**config.mk**
```make
export PLATFORM = sky130hd
export DESIGN_NAME = pc_gen
export DESIGN_NICKNAME = d
export VERILOG_FILES = /design/src/rtl/pc_pkg.sv /design/src/rtl/pc_next_sel.sv /design/src/rtl/pc_gen.sv
export SDC_FILE = /design/constraint.sdc
export NUM_CORES = 1
export LEC_CHECK = 0
export CAP_MARGIN = 20
export CORE_MARGIN = 1.5
export CORE_UTILIZATION = 50
export DETAILED_ROUTE_END_ITERATION = 7
export PLACE_DENSITY = 0.76
export SYNTH_ARGS = -nofsm -noshare
export SYNTH_HDL_FRONTEND = slang
export SYNTH_HIERARCHICAL = 1
export SYNTH_SLANG_ARGS = --single-unit
export TNS_END_PERCENT = 50
```
**constraint.sdc**
```tcl
create_clock -name clk -period 3.16 [get_ports clk]
set_clock_uncertainty 0.15 [all_clocks]
set_input_delay 0.632 -clock clk [delete_from_list [all_inputs] [get_ports clk]]
set_output_delay 0.632 -clock clk [all_outputs]
set_load 0.1 [all_outputs]
```
**src/rtl/pc_pkg.sv**
```systemverilog
// Shared types for the program-counter generator.
// State and redirect-source encodings used by pc_gen and pc_next_sel.
package pc_pkg;

   typedef enum logic [1:0] {
      BOOT,
      RUN,
      HALT
   } state_t;

   typedef enum logic [1:0] {
      SEQ,
      BR,
      JR,
      TRAP
   } src_t;

endpackage

```
**src/rtl/pc_next_sel.sv**
```systemverilog
// Next-PC target selection: redirect priority and target adders.
// Purely combinational; all sums wrap modulo 2^WIDTH.
module pc_next_sel
   import pc_pkg::*;
#(
   parameter int               WIDTH       = 32,
   parameter int               INSTR_BYTES = 4,
   parameter logic [WIDTH-1:0] TRAP_VECTOR = WIDTH'(32'h0000_0004)
) (
   input  logic [WIDTH-1:0] pc,
   input  logic [WIDTH-1:0] imm,
   input  logic [WIDTH-1:0] rs1,
   input  logic             trap,
   input  logic             jump_reg,
   input  logic             branch_taken,
   output src_t             src,
   output logic [WIDTH-1:0] target,
   output logic [WIDTH-1:0] pc_plus
);

   logic [WIDTH-1:0] jr_sum;
   logic [WIDTH-1:0] br_sum;

   always_comb begin
      pc_plus = pc + WIDTH'(INSTR_BYTES);
      jr_sum  = rs1 + imm;
      br_sum  = pc + imm;
      src     = SEQ;
      target  = pc_plus;
      // Requests may overlap, so this is a priority chain.
      if (trap) begin
         src    = TRAP;
         target = TRAP_VECTOR;
      end else if (jump_reg) begin
         src    = JR;
         target = {jr_sum[WIDTH-1:1], 1'b0};
      end else if (branch_taken) begin
         src    = BR;
         target = br_sum;
      end
   end

endmodule

```
**src/rtl/pc_gen.sv**
```systemverilog
// Program counter generator: BOOT/RUN/HALT control, pc register,
// and a pending-redirect register that survives fetch stalls.
module pc_gen
   import pc_pkg::*;
#(
   parameter int               WIDTH        = 32,
   parameter logic [WIDTH-1:0] RESET_VECTOR = '0,
   parameter logic [WIDTH-1:0] TRAP_VECTOR  = WIDTH'(32'h0000_0004),
   parameter int               INSTR_BYTES  = 4
) (
   input  logic             clk,
   input  logic             rst,
   input  logic             stall,
   input  logic             branch_taken,
   input  logic [WIDTH-1:0] imm,
   input  logic             jump_reg,
   input  logic [WIDTH-1:0] rs1,
   input  logic             trap,
   input  logic             halt,
   input  logic             resume,
   output logic [WIDTH-1:0] pc,
   output logic [WIDTH-1:0] pc_plus,
   output logic             pc_valid,
   output logic             halted
);

   state_t           state;
   logic             pend_valid;
   logic [WIDTH-1:0] pend_target;
   src_t             src;
   logic [WIDTH-1:0] target;
   logic             redir;

   pc_next_sel #(
      .WIDTH      (WIDTH),
      .INSTR_BYTES(INSTR_BYTES),
      .TRAP_VECTOR(TRAP_VECTOR)
   ) u_sel (
      .pc          (pc),
      .imm         (imm),
      .rs1         (rs1),
      .trap        (trap),
      .jump_reg    (jump_reg),
      .branch_taken(branch_taken),
      .src         (src),
      .target      (target),
      .pc_plus     (pc_plus)
   );

   assign redir = (src != SEQ);

   always_ff @(posedge clk) begin
      if (rst) begin
         state       <= BOOT;
         pc          <= RESET_VECTOR;
         pend_valid  <= 1'b0;
         pend_target <= '0;
         pc_valid    <= 1'b0;
         halted      <= 1'b0;
      end else begin
         unique case (state)
            // RESET_VECTOR is presented during BOOT; RUN starts one past it.
            BOOT: begin
               state    <= RUN;
               pc       <= pc_plus;
               pc_valid <= 1'b1;
            end
            RUN: begin
               if (stall) begin
                  if (redir) begin
                     pend_valid  <= 1'b1;
                     pend_target <= target;
                  end
               end else begin
                  pend_valid <= 1'b0;
                  if (src == TRAP) begin
                     pc <= target;
                  end else if (halt) begin
                     state    <= HALT;
                     pc_valid <= 1'b0;
                     halted   <= 1'b1;
                  end else if (redir) begin
                     pc <= target;
                  end else if (pend_valid) begin
                     pc <= pend_target;
                  end else begin
                     pc <= pc_plus;
                  end
               end
            end
            HALT: begin
               if (trap || resume) begin
                  state    <= RUN;
                  pc_valid <= 1'b1;
                  halted   <= 1'b0;
                  if (trap) pc <= TRAP_VECTOR;
               end
            end
            default: begin
               state    <= BOOT;
               pc       <= RESET_VECTOR;
               pc_valid <= 1'b0;
               halted   <= 1'b0;
            end
         endcase
      end
   end

endmodule

```
==> results summary <==
The flow ran to the end, but the final reports show violations. The checks that failed: setup timing. Global routing used 43.0% of the available tracks across all layers.

The final setup slack of the worst path is -0.390 ns. The final core utilization came out at 90.0%. The count of input and output buffers is 137.

The HPWL after detailed placement is 25.8 mm. The synthesized design spends more area on one cell type than any other, namely dfxtp_1. The remaining design rule violation count is 0. TritonCTS built the clock tree. 138 I/O pins were placed. The critical path in this run is classified as in -> reg. The number of different library cells used by synthesis comes to 73. In this run the vertical extent of the chip is 130 um. The reg-to-reg setup timing slack came out at -0.39 ns. The worst-case headroom to the max-slew limit came out at 40.0%. The level count of the clock H-tree is 3. The die outline area is 16800 um^2. The layout cell share with drive strength beyond 1 is 46.0%. After clock tree synthesis, the clock-pin slew on the worst setup and hold paths is 0.06 ns. In this run, the number of DRC markers left after iteration 0 of detailed routing was 1438. The library cell used most frequently in the layout, excluding fill and tap cells, is buf_4. The via count of the first global-routing pass is 10578.

Row generation in the floorplan step produced 46 rows. The post-synth design cell area is 8010 um^2. The overflow left after global routing came out at 0. The total of hold buffers inserted after clock tree synthesis came out at 0.

The number of iterations in the first detailed-routing pass came out at 6. The number of hold violations in the final report is 0. For this block, the via count after detailed routing is 11412. In this run the power density over the cells is 416 nW/um^2. Dividing the detail-routed via count by the number of cells gives 6.59.

The number of slew-limit violations in the final report came out at 0. The share of the Yosys chip area taken by registers is 17.2%. The die is 130 um wide.

The antenna violation net count after detailed routing came out at 0. The maximum ir drop on the vdd rail is 0.398 mV. The critical path capture point type is a register. The worst setup path is launched from a primary input.

The number of buffers inserted during clock tree synthesis came out at 9. The tightest min-delay check is of the reg -> reg type. The maximum clock path buffer count came out at 2.

The layout net count is 1645. The number of synthesized register bits came out at 69. Dividing the final minimum period by the clock period gives 112%. The number of endpoints failing setup at the final stage is 57. The delay of the slowest critical-path stage came out at 0.35 ns. Counting flops with a built-in enable in the synthesized netlist gives 0. The cell at the root of the clock tree is clkbuf_16.

Traced cell by cell, the critical path runs through buf_8, ha_4, inv_2, fa_2, nand2b_4, a21o_1, a21oi_4, buf_6, o211ai_1, buf_4, a31oi_4, o2111ai_2, a21oi_2, xor2_1, a2bb2oi_2, o211ai_1, a311oi_2. Ranked by total cell area, the synthesized netlist is headed by dfxtp_1, ha_1, nand2_1, a21oi_1, xnor2_1. The cell leakage power came out at 5.95 nW. In this run, placement finished with an instance count of 1656.

The clock latency at the later pin of the worst-skew pair came out at 0.35 ns. The fraction of registers with async set or reset after synthesis came out at 0%. Among all stages on the critical path, the largest delay is contributed by fa_2. The setup slack at placement is -0.958 ns. The pin count of the biggest net entering global routing came out at 47. The post-layout instance count excluding filler cells is 1732.

The cell count after synthesis came out at 1096. The most used flip-flop cell after synthesis is dfxtp_1. The number of warnings reported in the yosys synthesis log came out at 6.

The routed length per placed instance came out at 24.1 um. The synthesis-to-layout area growth is 77.1%. Summed over all failing endpoints, the final setup total negative slack is -8.31 ns. The max-capacitance violation count came out at 0.

The signal arrival time at the worst endpoint is 3.66 ns. The first global-routing pass estimated 55.4 mm of wire. After synthesis, the mean cell area works out to 7.31 um^2. The overall routed net length is 41.7 mm.

In the layout the commonest cells are buf_4, nand2_1, nor2_1. The congestion estimate from routability-driven global placement came to 0.990. For the pin with the worst max-slew slack, the measured transition is 0.894 ns. The number of antenna violations at the first check in global routing is 3. The post-layout minimum cycle time is 3.55 ns. The required time of the critical path is 3.27 ns. The total area inside the core boundary comes to 15800 um^2. CTS saw 69 sinks. Static timing analysis puts the maximum clock frequency at 0.282 GHz. The design draws 0.00590 W. The worst-path maximum fanout came out at 4.

The cell repeated most along the worst path is o211ai_1. The number of nets in the synthesized netlist is 1232. Once the floorplan was initialized, standard cells occupied 50.8% of the core. The area share of the leading cell type in the synthesized netlist came out at 17.2%.

Setup repair after global routing could not meet its margin everywhere.
[sequential cells by signal, summed over array words and instances, names as in the netlist]
signal / count
pend_valid: 1
state: 2
pend_target: 32
halted: 1
pc_valid: 1
pc: 32
[report_power, final]
group	switching, W	internal [W]
registers	0.000136	0.000942
logic	0.00216	0.00148
clock network	0.000418	0.000768
[cell usage after synthesis (all sizes together), types with 4 or more instances]
master / instances
o211ai: 32
a211oi: 19
a22oi: 6
ha: 62
a22o: 5
o21a: 7
and2: 6
a221oi: 6
a21boi: 5
a311oi: 30
or3: 10
dfxtp: 69
buf: 19
o21ai: 40
a211o: 7
a21o: 25
xor2: 29
a21oi: 113
inv: 27
and4: 5
mux2i: 35
or2: 4
nor2: 106
o2111ai: 5
nand2: 182
nand4: 18
xnor2: 47
nand3: 24
clkbuf: 43
nor2b: 5
and3: 8
o22ai: 12
a31oi: 12
nor3: 14
o21bai: 10
nand2b: 13
[metrics by stage]
stage | instance area, um^2 | hold slack, ns
2_1_floorplan | 8720 | 0.286
3_3_place_gp | 12300 | 0.293
3_5_place_dp | 12300 | 0.297
4_1_cts | 13500 | 0.303
5_1_grt | 14200 | 0.318
6_report | 14200 | 0.310
[logic make-up after synthesis]
kind of cell               after synthesis  share of synthesized area (%)
AOI/OAI and AO/OA                      356                           32.1
xor gates and xnor gates                76                           8.31
adders and majority gates               64                           10.2
buffers and inverters                   90                           4.83
DFF                                     69                           17.2
muxes                                   37                           4.65
and+or+nand+nor                        404                           22.7
[worst paths after layout]
check	depth (start not counted)	start	end
worst max-delay path	17	imm[0]	pc[30]
worst max register to register	16	pc[0]	pc[30]
worst min register to register	2	pend_target[19]	pend_target[19]
worst min-delay path	2	pend_target[19]	pend_target[19]
[per-layer routing]
metal / share of wire [%] / global-route usage (%) / wire (um)
met2: 45 / 72.9 / 18900
met1: 34 / 46.6 / 14200
met4: 9.1 / 32.7 / 3810
met5: 0.12 / 0 / 51
met3: 11 / 10.1 / 4780
[worst max-delay path, delay by kind of cell]
| kind | cells | cell delay (ns) |
|---|---|---|
| compound gates | 9 | 1.75 |
| xor+xnor | 1 | 0.20 |
| fa+ha+maj | 2 | 0.49 |
| buf+inv | 4 | 0.43 |
| simple gates | 1 | 0.15 |
[layout make-up]
class                   instances  area (um^2)
diodes                          2         5.00
clock buffers                   9          225
clock inverters                 7          114
fillers                       752         1580
inverters                      28          110
multi-input cells             937         7960
flip-flops and latches         69         1470
well taps                     216          270
repair buffers                464         4030
[timing repair]
action / 4_1_cts / 5_1_grt
pin swaps: 121 / 96
setup buffers: 27 / 33
resized for setup: 209 / 87
endpoints found under the setup margin: 66 / 57
(Power assumes the default switching activity.)
